File: src/rtl/mem_access_ctrl_if.sv
// Data-cache request/response bus between the MEM-stage access controller and the cache.
// The controller is the master: it issues requests and waits for a one-cycle response pulse.
interface mem_access_ctrl_if;
   logic [15:0] dmem_address;
   logic        dmem_read;
   logic        dmem_write;
   logic [1:0]  dmem_byte_enable;
   logic [15:0] dmem_wdata;
   logic        dmem_resp;
   logic [15:0] dmem_rdata;

   modport master (
      output dmem_address,
      output dmem_read,
      output dmem_write,
      output dmem_byte_enable,
      output dmem_wdata,
      input  dmem_resp,
      input  dmem_rdata
   );

   modport slave (
      input  dmem_address,
      input  dmem_read,
      input  dmem_write,
      input  dmem_byte_enable,
      input  dmem_wdata,
      output dmem_resp,
      output dmem_rdata
   );
endinterface

File: src/rtl/mem_access_ctrl.sv
// LC-3b MEM-stage data-memory initiator: runs the plain, byte or indirect (LDI/STI) accesses
// of the current instruction against the data cache and stalls the pipeline until they finish.
module mem_access_ctrl (
   input  logic                     clk,
   input  logic                     reset,
   input  logic                     mem_valid,
   input  logic                     mem_read_op,
   input  logic                     mem_write_op,
   input  logic                     mem_byte_op,
   input  logic                     mem_indirect,
   input  logic [15:0]              mem_address,
   input  logic [15:0]              mem_wdata,
   mem_access_ctrl_if.master        dmem,
   output logic [15:0]              mem_rdata,
   output logic                     mem_stall,
   output logic                     wb_load
);

   localparam logic [1:0] IDLE = 2'd0;
   localparam logic [1:0] ACC1 = 2'd1;
   localparam logic [1:0] ACC2 = 2'd2;
   localparam logic [1:0] DONE = 2'd3;

   logic [1:0]  state_q, state_d;
   logic        addr_lsb_q, addr_lsb_d;
   logic [15:0] wdata_q, wdata_d;
   logic        rd_q, rd_d;
   logic        byte_q, byte_d;
   logic        ind_q, ind_d;
   logic [14:0] ptr_q, ptr_d;
   logic [15:0] dmem_address_q, dmem_address_d;
   logic        dmem_read_q, dmem_read_d;
   logic        dmem_write_q, dmem_write_d;
   logic [1:0]  dmem_be_q, dmem_be_d;
   logic [15:0] dmem_wdata_q, dmem_wdata_d;
   logic [15:0] mem_rdata_q, mem_rdata_d;

   logic        is_mem;
   logic [7:0]  byte_lane;

   assign is_mem    = mem_valid & (mem_read_op | mem_write_op);
   assign byte_lane = addr_lsb_q ? dmem.dmem_rdata[15:8] : dmem.dmem_rdata[7:0];

   // Requests are registered: the first one is set up while accepting in IDLE, and the
   // indirect second access gets its own setup cycle in ACC2 after the first strobe drops.
   always_comb begin
      state_d        = state_q;
      addr_lsb_d     = addr_lsb_q;
      wdata_d        = wdata_q;
      rd_d           = rd_q;
      byte_d         = byte_q;
      ind_d          = ind_q;
      ptr_d          = ptr_q;
      dmem_address_d = dmem_address_q;
      dmem_read_d    = dmem_read_q;
      dmem_write_d   = dmem_write_q;
      dmem_be_d      = dmem_be_q;
      dmem_wdata_d   = dmem_wdata_q;
      mem_rdata_d    = mem_rdata_q;

      case (state_q)
         IDLE: begin
            if (is_mem) begin
               addr_lsb_d     = mem_address[0];
               wdata_d        = mem_wdata;
               rd_d           = mem_read_op;
               byte_d         = mem_byte_op & ~mem_indirect;
               ind_d          = mem_indirect;
               dmem_address_d = {mem_address[15:1], 1'b0};
               if (mem_indirect || mem_read_op) begin
                  dmem_read_d  = 1'b1;
                  dmem_write_d = 1'b0;
                  dmem_be_d    = 2'b00;
               end else begin
                  dmem_read_d  = 1'b0;
                  dmem_write_d = 1'b1;
                  if (mem_byte_op) begin
                     dmem_be_d    = mem_address[0] ? 2'b10 : 2'b01;
                     dmem_wdata_d = {mem_wdata[7:0], mem_wdata[7:0]};
                  end else begin
                     dmem_be_d    = 2'b11;
                     dmem_wdata_d = mem_wdata;
                  end
               end
               state_d = ACC1;
            end
         end
         ACC1: begin
            if (dmem.dmem_resp) begin
               dmem_read_d  = 1'b0;
               dmem_write_d = 1'b0;
               if (ind_q) begin
                  ptr_d   = dmem.dmem_rdata[15:1];
                  state_d = ACC2;
               end else begin
                  if (rd_q)
                     mem_rdata_d = byte_q ? {{8{byte_lane[7]}}, byte_lane} : dmem.dmem_rdata;
                  state_d = DONE;
               end
            end
         end
         ACC2: begin
            if (!dmem_read_q && !dmem_write_q) begin
               dmem_address_d = {ptr_q, 1'b0};
               dmem_read_d    = rd_q;
               dmem_write_d   = ~rd_q;
               dmem_be_d      = rd_q ? 2'b00 : 2'b11;
               dmem_wdata_d   = wdata_q;
            end else if (dmem.dmem_resp) begin
               dmem_read_d  = 1'b0;
               dmem_write_d = 1'b0;
               if (rd_q)
                  mem_rdata_d = dmem.dmem_rdata;
               state_d = DONE;
            end
         end
         default: begin
            state_d = IDLE;
         end
      endcase
   end

   always_ff @(posedge clk) begin
      if (reset) begin
         state_q        <= IDLE;
         addr_lsb_q     <= 1'b0;
         wdata_q        <= 16'h0000;
         rd_q           <= 1'b0;
         byte_q         <= 1'b0;
         ind_q          <= 1'b0;
         ptr_q          <= 15'h0000;
         dmem_address_q <= 16'h0000;
         dmem_read_q    <= 1'b0;
         dmem_write_q   <= 1'b0;
         dmem_be_q      <= 2'b00;
         dmem_wdata_q   <= 16'h0000;
         mem_rdata_q    <= 16'h0000;
      end else begin
         state_q        <= state_d;
         addr_lsb_q     <= addr_lsb_d;
         wdata_q        <= wdata_d;
         rd_q           <= rd_d;
         byte_q         <= byte_d;
         ind_q          <= ind_d;
         ptr_q          <= ptr_d;
         dmem_address_q <= dmem_address_d;
         dmem_read_q    <= dmem_read_d;
         dmem_write_q   <= dmem_write_d;
         dmem_be_q      <= dmem_be_d;
         dmem_wdata_q   <= dmem_wdata_d;
         mem_rdata_q    <= mem_rdata_d;
      end
   end

   assign dmem.dmem_address     = dmem_address_q;
   assign dmem.dmem_read        = dmem_read_q;
   assign dmem.dmem_write       = dmem_write_q;
   assign dmem.dmem_byte_enable = dmem_be_q;
   assign dmem.dmem_wdata       = dmem_wdata_q;
   assign mem_rdata             = mem_rdata_q;
   assign mem_stall             = is_mem & (state_q != DONE);
   assign wb_load               = ~mem_stall;

endmodule

File: src/flat_wrapper.sv
// flat-port wrapper written by rule: the top's interface ports become plain ports
module mem_access_ctrl_flat 
  (clk, reset, mem_valid, mem_read_op, mem_write_op, mem_byte_op, mem_indirect, mem_address, mem_wdata, mem_rdata, mem_stall, wb_load, dmem_dmem_address, dmem_dmem_read, dmem_dmem_write, dmem_dmem_byte_enable, dmem_dmem_wdata, dmem_dmem_resp, dmem_dmem_rdata);
  mem_access_ctrl_if dmem_i ();
  input  logic clk;
  input  logic reset;
  input  logic mem_valid;
  input  logic mem_read_op;
  input  logic mem_write_op;
  input  logic mem_byte_op;
  input  logic mem_indirect;
  input  logic [15:0] mem_address;
  input  logic [15:0] mem_wdata;
  output logic [15:0] mem_rdata;
  output logic mem_stall;
  output logic wb_load;
  output wire logic [$bits(dmem_i.dmem_address)-1:0] dmem_dmem_address;
  output wire logic [$bits(dmem_i.dmem_read)-1:0] dmem_dmem_read;
  output wire logic [$bits(dmem_i.dmem_write)-1:0] dmem_dmem_write;
  output wire logic [$bits(dmem_i.dmem_byte_enable)-1:0] dmem_dmem_byte_enable;
  output wire logic [$bits(dmem_i.dmem_wdata)-1:0] dmem_dmem_wdata;
  input wire logic [$bits(dmem_i.dmem_resp)-1:0] dmem_dmem_resp;
  input wire logic [$bits(dmem_i.dmem_rdata)-1:0] dmem_dmem_rdata;
  assign dmem_dmem_address = dmem_i.dmem_address;
  assign dmem_dmem_read = dmem_i.dmem_read;
  assign dmem_dmem_write = dmem_i.dmem_write;
  assign dmem_dmem_byte_enable = dmem_i.dmem_byte_enable;
  assign dmem_dmem_wdata = dmem_i.dmem_wdata;
  assign dmem_i.dmem_resp = dmem_dmem_resp;
  assign dmem_i.dmem_rdata = dmem_dmem_rdata;
  mem_access_ctrl u_core (.clk(clk), .reset(reset), .mem_valid(mem_valid), .mem_read_op(mem_read_op), .mem_write_op(mem_write_op), .mem_byte_op(mem_byte_op), .mem_indirect(mem_indirect), .mem_address(mem_address), .mem_wdata(mem_wdata), .dmem(dmem_i), .mem_rdata(mem_rdata), .mem_stall(mem_stall), .wb_load(wb_load));
endmodule
File: config.mk
export PLATFORM = sky130hd
export DESIGN_NAME = mem_access_ctrl_flat
export DESIGN_NICKNAME = d
export VERILOG_FILES = /design/src/rtl/mem_access_ctrl_if.sv /design/src/rtl/mem_access_ctrl.sv /design/src/flat_wrapper.sv
export SDC_FILE = /design/constraint.sdc
export NUM_CORES = 1
export LEC_CHECK = 0
export BUFFER_PORTS_ARGS = -buffer_cell sky130_fd_sc_hd__buf_2
export CAP_MARGIN = 15
export CORE_UTILIZATION = 56
export CTS_CLUSTER_SIZE = 40
export DETAILED_ROUTE_END_ITERATION = 12
export PLACE_DENSITY_LB_ADDON = 0.08
export SKIP_CTS_REPAIR_TIMING = 1
export SLEW_MARGIN = 5
export SYNTH_ARGS = -nofsm -noshare
export SYNTH_HDL_FRONTEND = slang
export SYNTH_SLANG_ARGS = --single-unit
File: constraint.sdc
create_clock -name clk -period 4.5 [get_ports clk]
set_clock_uncertainty 0.05 [all_clocks]
set_input_delay 0.225 -clock clk [delete_from_list [all_inputs] [get_ports clk]]
set_output_delay 0.225 -clock clk [all_outputs]
set_load 0.05 [all_outputs]
==> flow_summary_export.csv, run 1 <==
group,metric,value,unit
die,num_rows,30,
setup_path,crit_chain,"inv_1, ha_2, nor2b_1, nand2_1, mux2i_1, a211oi_1",
global_routing,antenna_found_initial,0,
detailed_routing,top_layer_used,"met4",
final_layout,diodes,0,
power_and_ir_drop,p_leak,1.92,nW
status,status,"finished clean",
setup_path,cp_top_family,"simple AND/OR/NAND/NOR gates",
logic_synthesis,synthArstFlopShare,0,
power_and_ir_drop,power,3.20,mW
detailed_routing,dr_total_vias,3602,
setup_path,crit_type,"reg2reg",
detailed_routing,met1Wirelength,4690,um
power_and_ir_drop,ir_drop,0.359,mV
logic_synthesis,yosys.area.top_type,"dfxtp_1",
detailed_routing,drt_iter0_markers,191,
power_and_ir_drop,powerDensity,676,nW/um^2
final_layout,drive_gt1_frac,0.267,
logic_synthesis,yosysWarnings,0,
setup_path,startpoint_type,"flip-flop",
logic_synthesis,synth_top_flop_cell,"dfxtp_1",
timing,finalCritPeriodShare,0.660,
global_routing,grt_pass1_wl,15500,um
global_routing,first_global_vias,3191,
setup_path,crit_buf_inv,1,
final_layout,fillCellCount,612,
logic_synthesis,ys_ff_latch,88,
die,initial_core_util,0.583,
logic_synthesis,synth_top_area_frac,0.442,
detailed_routing,drt-total-wl,9570,um
clocking,clkSinkCount,88,
placement,dp_hpwl,6700,um
clocking,clk_pin_slew,0.09,ns
global_routing,grt_max_degree,51,
timing,rsz0062_at_grt,"false",
global_routing,grt.overflow.total,0,
setup_path,critPathSlowestCell,"nor2b_1",
clocking,clkLatencyLatePin,0.36,ns
final_layout,area_growth,18.8,%
die,die_x,86.3,um
detailed_routing,dr.pass1.iters,4,
clocking,cts_root_buffer,"clkbuf_8",
logic_synthesis,yosysUniqueCellTypes,39,
global_routing,track_usage,0.265,
logic_synthesis,synth_common_cells,"95 x nand2_1, 88 x dfxtp_1, 51 x a21oi_1",
logic_synthesis,synth_enable_flop_cells,0,
timing,final.min_clock_period,2.97,ns
setup_path,slowest_delay,0.89,ns
placement,port_buffers,108,
detailed_routing,met3_wirelength,508,um
logic_synthesis,seq_area_frac_synth,0.442,
die,core-area,6830,sq um
timing,max_freq,0.337,GHz
flow_run,maxCapViolCount,0,
timing,setup_violations,0,
die,die_h,86.3,um
die,dieArea,7450,sq um
detailed_routing,wl_met2,4180,um
worst_hold_path,min_path_type,"in2reg",
logic_synthesis,synth_area_per_cell,8.66,sq um
logic_synthesis,synth_fp_nets,523,
detailed_routing,drcViolationCount,0,
logic_synthesis,ys_top_cells_by_area,"dfxtp_1 44%, mux2i_1 11%, nand2_1 9.0%",
timing,hold_violations,0,
detailed_routing,wl_per_cell,14.7,um
timing,tightest_slew,0.979,ns
die,ios,110,
setup_path,startpoint,"u_core.state_q[0]",
logic_synthesis,netlist_area,3980,sq um
detailed_routing,via_per_inst,5.53,
setup_path,r2r_start,"u_core.state_q[0]",
placement,gp_congestion,0.858,
logic_synthesis,netlist_instances,460,
clocking,cts_tree,"built",
clocking,cts_inserted_buffers,9,
setup_path,crit_required,4.72,ns
clocking,cts_max_level,3,
setup_path,crit_fanout,42,
logic_synthesis,yosysMostFrequentCell,"nand2_1",
setup_path,arrival,3.19,ns
worst_hold_path,min-delay-start,"mem_wdata[14]",
clocking,ctsLongestPathBuffers,2,
setup_path,end_kind,"flip-flop",
timing,relSlewSlack,0.346,
timing,finalMaxSlewViolations,0,
final_layout,nets,613,
timing,setup_tns,0,ns
detailed_routing,ant_nets,0,
-- sequential cells by signal, summed over array words and instances (netlist names) --
register,count
u_core.wdata_q,16
u_core.rd_q,1
u_core.dmem.dmem_read,1
u_core.state_q,2
u_core.byte_q,1
u_core.addr_lsb_q,1
u_core.ptr_q,15
u_core.ind_q,1
u_core.dmem.dmem_byte_enable,2
u_core.dmem.dmem_wdata,16
u_core.dmem.dmem_write,1
u_core.mem_rdata,16
u_core.dmem.dmem_address,15
-- final timing paths --
path | end | slack, ns | depth (start not counted)
hold / removal | u_core.wdata_q[14] | 0.07 | 3
hold reg to reg | u_core.ptr_q[8] | 0.41 | 2
setup / recovery | u_core.mem_rdata[7] | 1.53 | 6
setup reg to reg | u_core.mem_rdata[7] | 1.53 | 6
-- power by group --
part | internal (mW) | switching (mW)
Clock | 0.288 | 0.278
Combinational | 0.454 | 1.10
Sequential | 0.963 | 0.112
-- kinds of logic after synthesis --
group | count (synthesis) | synth area share
AOI/OAI and AO/OA | 121 | 0.212
other | 1 | 0.000942
muxes | 44 | 0.111
adders and majority gates | 7 | 0.0220
buffers and inverters | 41 | 0.0487
DFF | 88 | 0.442
and+or+nand+nor | 158 | 0.163
-- layout by cell type (no fill, tap or decap), types with 2 or more instances in the layout --
cell type,Yosys,final
clkbuf_8,0,11
nor2_1,39,39
nand2_1,95,95
nand3_1,9,9
ha_1,7,6
a21oi_1,51,51
nor2b_1,3,3
buf_2,11,108
nand2b_1,3,3
or2_2,2,2
dfxtp_1,88,88
mux2i_1,44,44
inv_1,7,7
buf_4,1,4
o2111ai_1,7,7
o21ba_2,2,2
o21ai_0,17,17
a311oi_1,7,7
a211oi_1,19,19
a211oi_2,8,8
-- routing by layer --
| layer | global-route usage | vias to the layer above |
|---|---|---|
| li1 | - | 1790 |
| met1 | 0.388 | 1680 |
| met2 | 0.387 | 113 |
| met3 | 0.0371 | 19 |
| met4 | 0.120 | 0 |
| met5 | 0 | - |
-- worst register-to-register path, delay by kind of cell (launching register included) --
family,cells,cell delay (ns)
adder cells (fa/ha/maj),1,0.51
AO/OA/AOI/OAI,1,0.24
AND/OR/NAND/NOR,2,1.31
buffers and inverters,1,0.13
multiplexers,1,0.21
flip-flops,1,0.45
-- final cells by class --
type | instances | area (sq um) | area share
Clock buffer | 12 | 155 | 0.0328
Sequential cell | 88 | 1760 | 0.373
Clock inverter | 4 | 51.3 | 0.0108
Multi-Input combinational cell | 331 | 2030 | 0.429
Timing Repair Buffer | 113 | 586 | 0.124
Inverter | 7 | 26.3 | 0.00556
Tap cell | 96 | 120 | 0.0254
-- per-stage QoR --
| stage | hold slack (ns) | util | cells | worst slack [ns] | cell area (sq um) |
|---|---|---|---|---|---|
| 6_report | 0.0658 | 0.692 | 651 | 1.53 | 4730 |
| 3_5_place_dp | 0.398 | 0.660 | 634 | 1.57 | 4510 |
| 5_1_grt | 0.0748 | 0.692 | 651 | 1.19 | 4730 |
| 2_1_floorplan | 0.311 | - | 460 | 2.46 | 3980 |
| 3_3_place_gp | 0.391 | 0.660 | 634 | 1.66 | 4510 |
| 4_1_cts | 0.0510 | 0.690 | 650 | 1.54 | 4710 |
Power figures use the tool's default switching activity.
==> run 2, diff against run 1 <==
Settings changed: ABC_AREA set to 1, CORE_UTILIZATION 56 to 48.
Clock period 4.5 ns to 2.55 ns, I/O delays scaled along.
==> run 2 against run 1 <==
  * The flow now finishes with violations (negative hold slack)
  * Via count up 16%
  * Routed wire length increased by 15%
  * Design area is 5.7% higher
  * Synthesized area grew 5.1%
  * Critical path type unchanged
  * Largest cell class unchanged
==> flow_summary_export.csv, run 2 <==
group,metric,value,unit
timing,finalMaxSlewViolations,0,
die,die_x,95.4,um
placement,gp_congestion,0.862,
detailed_routing,ant_nets,0,
logic_synthesis,yosysWarnings,0,
timing,hold_violations,6,
die,ios,110,
logic_synthesis,ys_ff_latch,88,
setup_path,arrival,2.45,ns
setup_path,startpoint_type,"flip-flop",
clocking,cts_tree,"built",
status,status,"finished with violations",
clocking,clk_pin_slew,0.09,ns
final_layout,diodes,0,
timing,max_freq,0.452,GHz
logic_synthesis,ys_top_cells_by_area,"dfxtp_1 42%, nand2_1 13%, a21oi_1 8.5%",
logic_synthesis,yosysUniqueCellTypes,30,
logic_synthesis,synth_top_flop_cell,"dfxtp_1",
setup_path,end_kind,"flip-flop",
flow_run,maxCapViolCount,0,
detailed_routing,drcViolationCount,0,
detailed_routing,drt_iter0_markers,229,
placement,dp_hpwl,7800,um
power_and_ir_drop,p_leak,2.29,nW
logic_synthesis,synth_enable_flop_cells,0,
die,num_rows,33,
clocking,clkSinkCount,88,
logic_synthesis,synth_area_per_cell,7.07,sq um
timing,finalCritPeriodShare,0.867,
die,initial_core_util,0.502,
power_and_ir_drop,powerDensity,1240,nW/um^2
global_routing,first_global_vias,3818,
global_routing,antenna_found_initial,0,
timing,setup_violations,0,
timing,setup_tns,0,ns
timing,tightest_slew,0.924,ns
clocking,cts_root_buffer,"clkbuf_8",
power_and_ir_drop,ir_drop,0.778,mV
logic_synthesis,synth_common_cells,"147 x nand2_1, 88 x dfxtp_1, 71 x a21oi_1",
die,core-area,8340,sq um
detailed_routing,via_per_inst,5.20,
final_layout,drive_gt1_frac,0.220,
logic_synthesis,netlist_instances,592,
status,failed_checks,"negative hold slack",
setup_path,r2r_slack,0.34,ns
timing,holdWs,-0.0199,ns
placement,place_inst,778,
logic_synthesis,seq_area_frac_synth,0.421,
setup_path,crit_fanout,19,
logic_synthesis,netlist_area,4180,sq um
final_layout,nets,755,
die,die_h,95.4,um
clocking,cts_max_level,3,
worst_hold_path,min_path_type,"in2reg",
global_routing,track_usage,0.250,
logic_synthesis,synth_fp_nets,655,
power_and_ir_drop,power,6.19,mW
worst_hold_path,min-delay-start,"mem_wdata[3]",
setup_path,reg2regPathDepth,9,
clocking,ctsLongestPathBuffers,2,
clocking,clkLatencyLatePin,0.36,ns
setup_path,r2r_start,"u_core.state_q[0]",
global_routing,grt.overflow.total,0,
timing,rsz0062_at_grt,"false",
final_layout,area_growth,19.5,%
final_layout,final_cells,802,
detailed_routing,wl_per_cell,13.7,um
worst_hold_path,whs_path_depth,3,
detailed_routing,dr_total_vias,4171,
logic_synthesis,synth_top_area_frac,0.421,
setup_path,r2r_end,"u_core.mem_rdata[4]",
setup_path,crit_required,2.79,ns
timing,relSlewSlack,0.383,
global_routing,grt_max_degree,37,
die,dieArea,9090,sq um
logic_synthesis,synthArstFlopShare,0,
global_routing,grt_pass1_wl,17600,um
final_layout,layout_common_cells,"147 x nand2_1, 108 x buf_2, 88 x dfxtp_1",
final_layout,final_common_cell,"nand2_1",
logic_synthesis,yosys.area.top_type,"dfxtp_1",
detailed_routing,drt-total-wl,11000,um
timing,final.min_clock_period,2.21,ns
worst_hold_path,hold_path_end,"u_core.wdata_q[3]",
detailed_routing,dr.pass1.iters,4,
setup_path,crit_type,"reg2reg",
clocking,cts_inserted_buffers,9,
logic_synthesis,yosysMostFrequentCell,"nand2_1",
placement,port_buffers,108,
[run 2: final cells by class]
type / count / area [sq um]
Multi-Input combinational cell: 429 / 2070
Clock inverter: 5 / 40.0
Fill cell: 873 / 3340
Clock buffer: 11 / 141
Timing Repair Buffer: 127 / 716
Sequential cell: 88 / 1760
Tap cell: 105 / 131
Inverter: 37 / 139
[run 2: kinds of logic (layout without fill, tap and decap cells)]
| logic type | after synthesis | count (layout) | share of synthesized area |
|---|---|---|---|
| buffers and inverters | 75 | 180 | 0.0840 |
| AOI/OAI and AO/OA | 147 | 147 | 0.186 |
| other | 1 | 1 | 0.000896 |
| adders and majority gates | 7 | 7 | 0.0209 |
| DFF | 88 | 88 | 0.421 |
| muxes | 8 | 8 | 0.0191 |
| and+or+nand+nor | 266 | 266 | 0.268 |
[run 2: through the flow]
stage | instance area [sq um] | worst slack (ns) | hold WS (ns) | util
2_1_floorplan | 4180 | 0.689 | 0.205 | -
3_3_place_gp | 4740 | 0.527 | 0.349 | 0.568
3_5_place_dp | 4740 | 0.376 | 0.357 | 0.568
4_1_cts | 4920 | 0.364 | -0.0266 | 0.590
5_1_grt | 5000 | 0.123 | 0.00238 | 0.599
6_report | 5000 | 0.339 | -0.0199 | 0.599
[run 2: where the power goes]
group / switching, mW / total, mW / internal, mW / leakage (nW)
clock network: 0.525 / 0.911 / 0.386 / 0.0822
registers: 0.209 / 1.98 / 1.77 / 0.719
logic: 2.46 / 3.30 / 0.842 / 1.49
total: 3.19 / 6.19 / 3.00 / 2.29
[run 2: worst max-delay path by stage]
stage,startpoint,endpoint,slack (ns),cells after the start
final,u_core.state_q[0],u_core.mem_rdata[4],0.34,9
after global routing,u_core.state_q[0],u_core.mem_rdata[4],0.12,9
after CTS,u_core.state_q[0],u_core.mem_rdata[4],0.36,9
after detailed placement,u_core.state_q[0],u_core.mem_rdata[4],0.38,9
after global placement,u_core.state_q[0],u_core.dmem.dmem_wdata[7],0.53,7
after floorplan,u_core.state_q[0],wb_load,0.69,3
[run 2: worst max-delay path: stages (launching register included)]
cell     delay, ns
dfxtp_1       0.43
inv_1         0.11
ha_1          0.36
inv_2         0.28
nand2_1       0.26
nor2_2        0.31
nand2_1       0.09
nand2_1       0.08
nor3_1        0.05
nor2_1        0.13
[run 2: layer usage]
metal | vias up | part of all wire | GRT usage
li1 | 2145 | - | -
met1 | 1906 | 0.44 | 0.308
met2 | 103 | 0.49 | 0.429
met3 | 17 | 0.049 | 0.0415
met4 | 0 | 0.020 | 0.101
met5 | - | 0 | 0
==> run 3, diff against run 2 <==
Settings changed: ABC_AREA 1 to not set, BUFFER_PORTS_ARGS -buffer_cell sky130_fd_sc_hd__buf_2 to -buffer_cell sky130_fd_sc_hd__clkbuf_2, CORE_MARGIN set to 4, CORE_UTILIZATION 48 to 47.
==> run 3 against run 2 <==
  * The flow still finishes with violations (negative hold slack)
  * Sequential cell count unchanged
  * First-iteration DRC count is 2.6% lower
  * Sequential share of layout area barely moved
  * Non-clock buffer count grew 14
  * Routed wire length shrank 7.0%
  * Critical path depth fell by 2
  * Largest cell class unchanged
  * Register-to-register slack better by 0.096 ns
  * Clock power shrank 2%
  * Via count fell by 12%
  * Combinational power is 15% lower
  * Setup slack better by 0.096 ns
  * Cell count is 14% lower
==> flow_summary_export.csv, run 3 (same netlist as run 1, synthesis figures left out) <==
group,metric,value,unit
status,status,"finished with violations",
status,failed_checks,"negative hold slack",
global_routing,track_usage,0.196,
setup_path,arrival,2.31,ns
placement,port_buffers,108,
final_layout,design_area,4990,sq um
setup_path,crit_required,2.74,ns
clocking,cts_tree,"built",
timing,relSlewSlack,0.629,
final_layout,area_growth,25.4,%
worst_hold_path,hold_path_end,"u_core.wdata_q[2]",
global_routing,antenna_found_initial,0,
final_layout,final_cells,688,
die,initial_core_util,0.485,
setup_path,r2r_end,"u_core.dmem.dmem_wdata[15]",
setup_path,critPathSlowestCell,"dfxtp_1",
placement,gp_congestion,0.829,
power_and_ir_drop,ir_drop,0.607,mV
setup_path,crit_buf_inv,2,
die,dieArea,10000,sq um
timing,finalCritPeriodShare,0.829,
worst_hold_path,min-delay-start,"mem_wdata[2]",
setup_path,crit_type,"reg2reg",
final_layout,diodes,0,
global_routing,grt_max_degree,63,
detailed_routing,drcViolationCount,0,
timing,tightest_slew,0.555,ns
detailed_routing,drt-total-wl,10200,um
final_layout,drive_gt1_frac,0.268,
final_layout,fin_util,0.608,
global_routing,first_global_vias,3219,
worst_hold_path,min_path_type,"in2reg",
setup_path,crit_chain,"inv_1, ha_1, nand2b_2, a221oi_4, buf_12, mux2i_1, nor2_1",
detailed_routing,ant_nets,0,
flow_run,maxCapViolCount,0,
timing,holdWs,-0.0213,ns
clocking,cts_max_level,3,
clocking,ctsLongestPathBuffers,2,
detailed_routing,dr_total_vias,3652,
timing,setup_tns,0,ns
detailed_routing,wl_per_cell,14.8,um
placement,dp_hpwl,7140,um
final_layout,layout_common_cells,"108 x clkbuf_2, 95 x nand2_1, 88 x dfxtp_1",
setup_path,reg2regPathDepth,7,
placement,preCtsSetupSlack,0.440,ns
clocking,clk_pin_slew,0.09,ns
power_and_ir_drop,powerDensity,1120,nW/um^2
final_layout,nets,641,
timing,layout_setup_ws,0.435,ns
global_routing,grt_pass1_wl,15900,um
setup_path,r2r_slack,0.44,ns
detailed_routing,dr.pass1.iters,4,
setup_path,end_kind,"flip-flop",
timing,rsz0062_at_grt,"false",
timing,finalMaxSlewViolations,0,
clocking,cts_inserted_buffers,9,
die,die_x,100,um
setup_path,crit_fanout,24,
timing,max_freq,0.473,GHz
final_layout,fillCellCount,757,
power_and_ir_drop,p_leak,2.01,nW
setup_path,startpoint_type,"flip-flop",
die,num_rows,33,
placement,place_inst,651,
die,die_h,100,um
clocking,clkSinkCount,88,
timing,final.min_clock_period,2.11,ns
placement,place_area,4600,sq um
final_layout,final_common_cell,"clkbuf_2",
detailed_routing,via_per_inst,5.31,
timing,hold_violations,4,
setup_path,r2r_start,"u_core.state_q[0]",
die,ios,110,
detailed_routing,drt_iter0_markers,223,
clocking,clkLatencyLatePin,0.35,ns
timing,setup_violations,0,
setup_path,slowest_delay,0.45,ns
die,core-area,8220,sq um
worst_hold_path,whs_path_depth,3,
clocking,cts_root_buffer,"clkbuf_8",
setup_path,cp_top_family,"flip-flops",
global_routing,grt.overflow.total,0,
## run 3: area by class of cell
class | instances | area [sq um] | share of cell area
clock buffers | 10 | 138 | 0.0276
well taps | 105 | 131 | 0.0263
repair buffers | 141 | 866 | 0.173
flip-flops and latches | 88 | 1760 | 0.353
inverters | 7 | 26.3 | 0.00526
clock inverters | 6 | 42.5 | 0.00852
multi-input cells | 331 | 2030 | 0.406
## run 3: power breakdown
| group | internal (mW) | switching, mW |
|---|---|---|
| sequential | 1.70 | 0.210 |
| combinational | 0.856 | 1.95 |
| clock | 0.385 | 0.511 |
## run 3: worst register-to-register path, cell delays in order (launching register included)
cell      delay, ns
dfxtp_1        0.45
inv_1          0.13
ha_1           0.31
nand2b_2       0.25
a221oi_4       0.33
buf_12         0.22
mux2i_1        0.22
nor2_1         0.06
## run 3: through the flow
step	total power [mW]	hold slack [ns]
global placement	4.68	0.313
CTS	5.62	-0.0622
floorplan	4.09	0.213
finish	5.61	-0.0213
global route	5.94	0.000417
detailed placement	4.72	0.324
## run 3: how the worst max path moves through the flow
stage | from | endpoint | slack, ns | cells past startpoint
5_1_grt | u_core.state_q[0] | u_core.dmem.dmem_address[11] | 0.24 | 7
6_report | u_core.state_q[0] | u_core.dmem.dmem_wdata[15] | 0.44 | 7
3_3_place_gp | u_core.state_q[0] | u_core.dmem.dmem_wdata[12] | 0.54 | 7
2_1_floorplan | u_core.state_q[0] | u_core.dmem.dmem_wdata[11] | 0.51 | 7
4_1_cts | u_core.state_q[0] | u_core.dmem.dmem_wdata[15] | 0.44 | 7
3_5_place_dp | u_core.state_q[0] | u_core.dmem.dmem_wdata[15] | 0.44 | 7
## run 3: layer usage
metal,up-vias,global-route usage,wire [um],share of wire
li1,1846,-,-,-
met1,1676,0.280,4810,0.47
met2,115,0.301,4580,0.45
met3,15,0.0368,656,0.064
met4,0,0.0642,159,0.016
met5,-,0,0,0
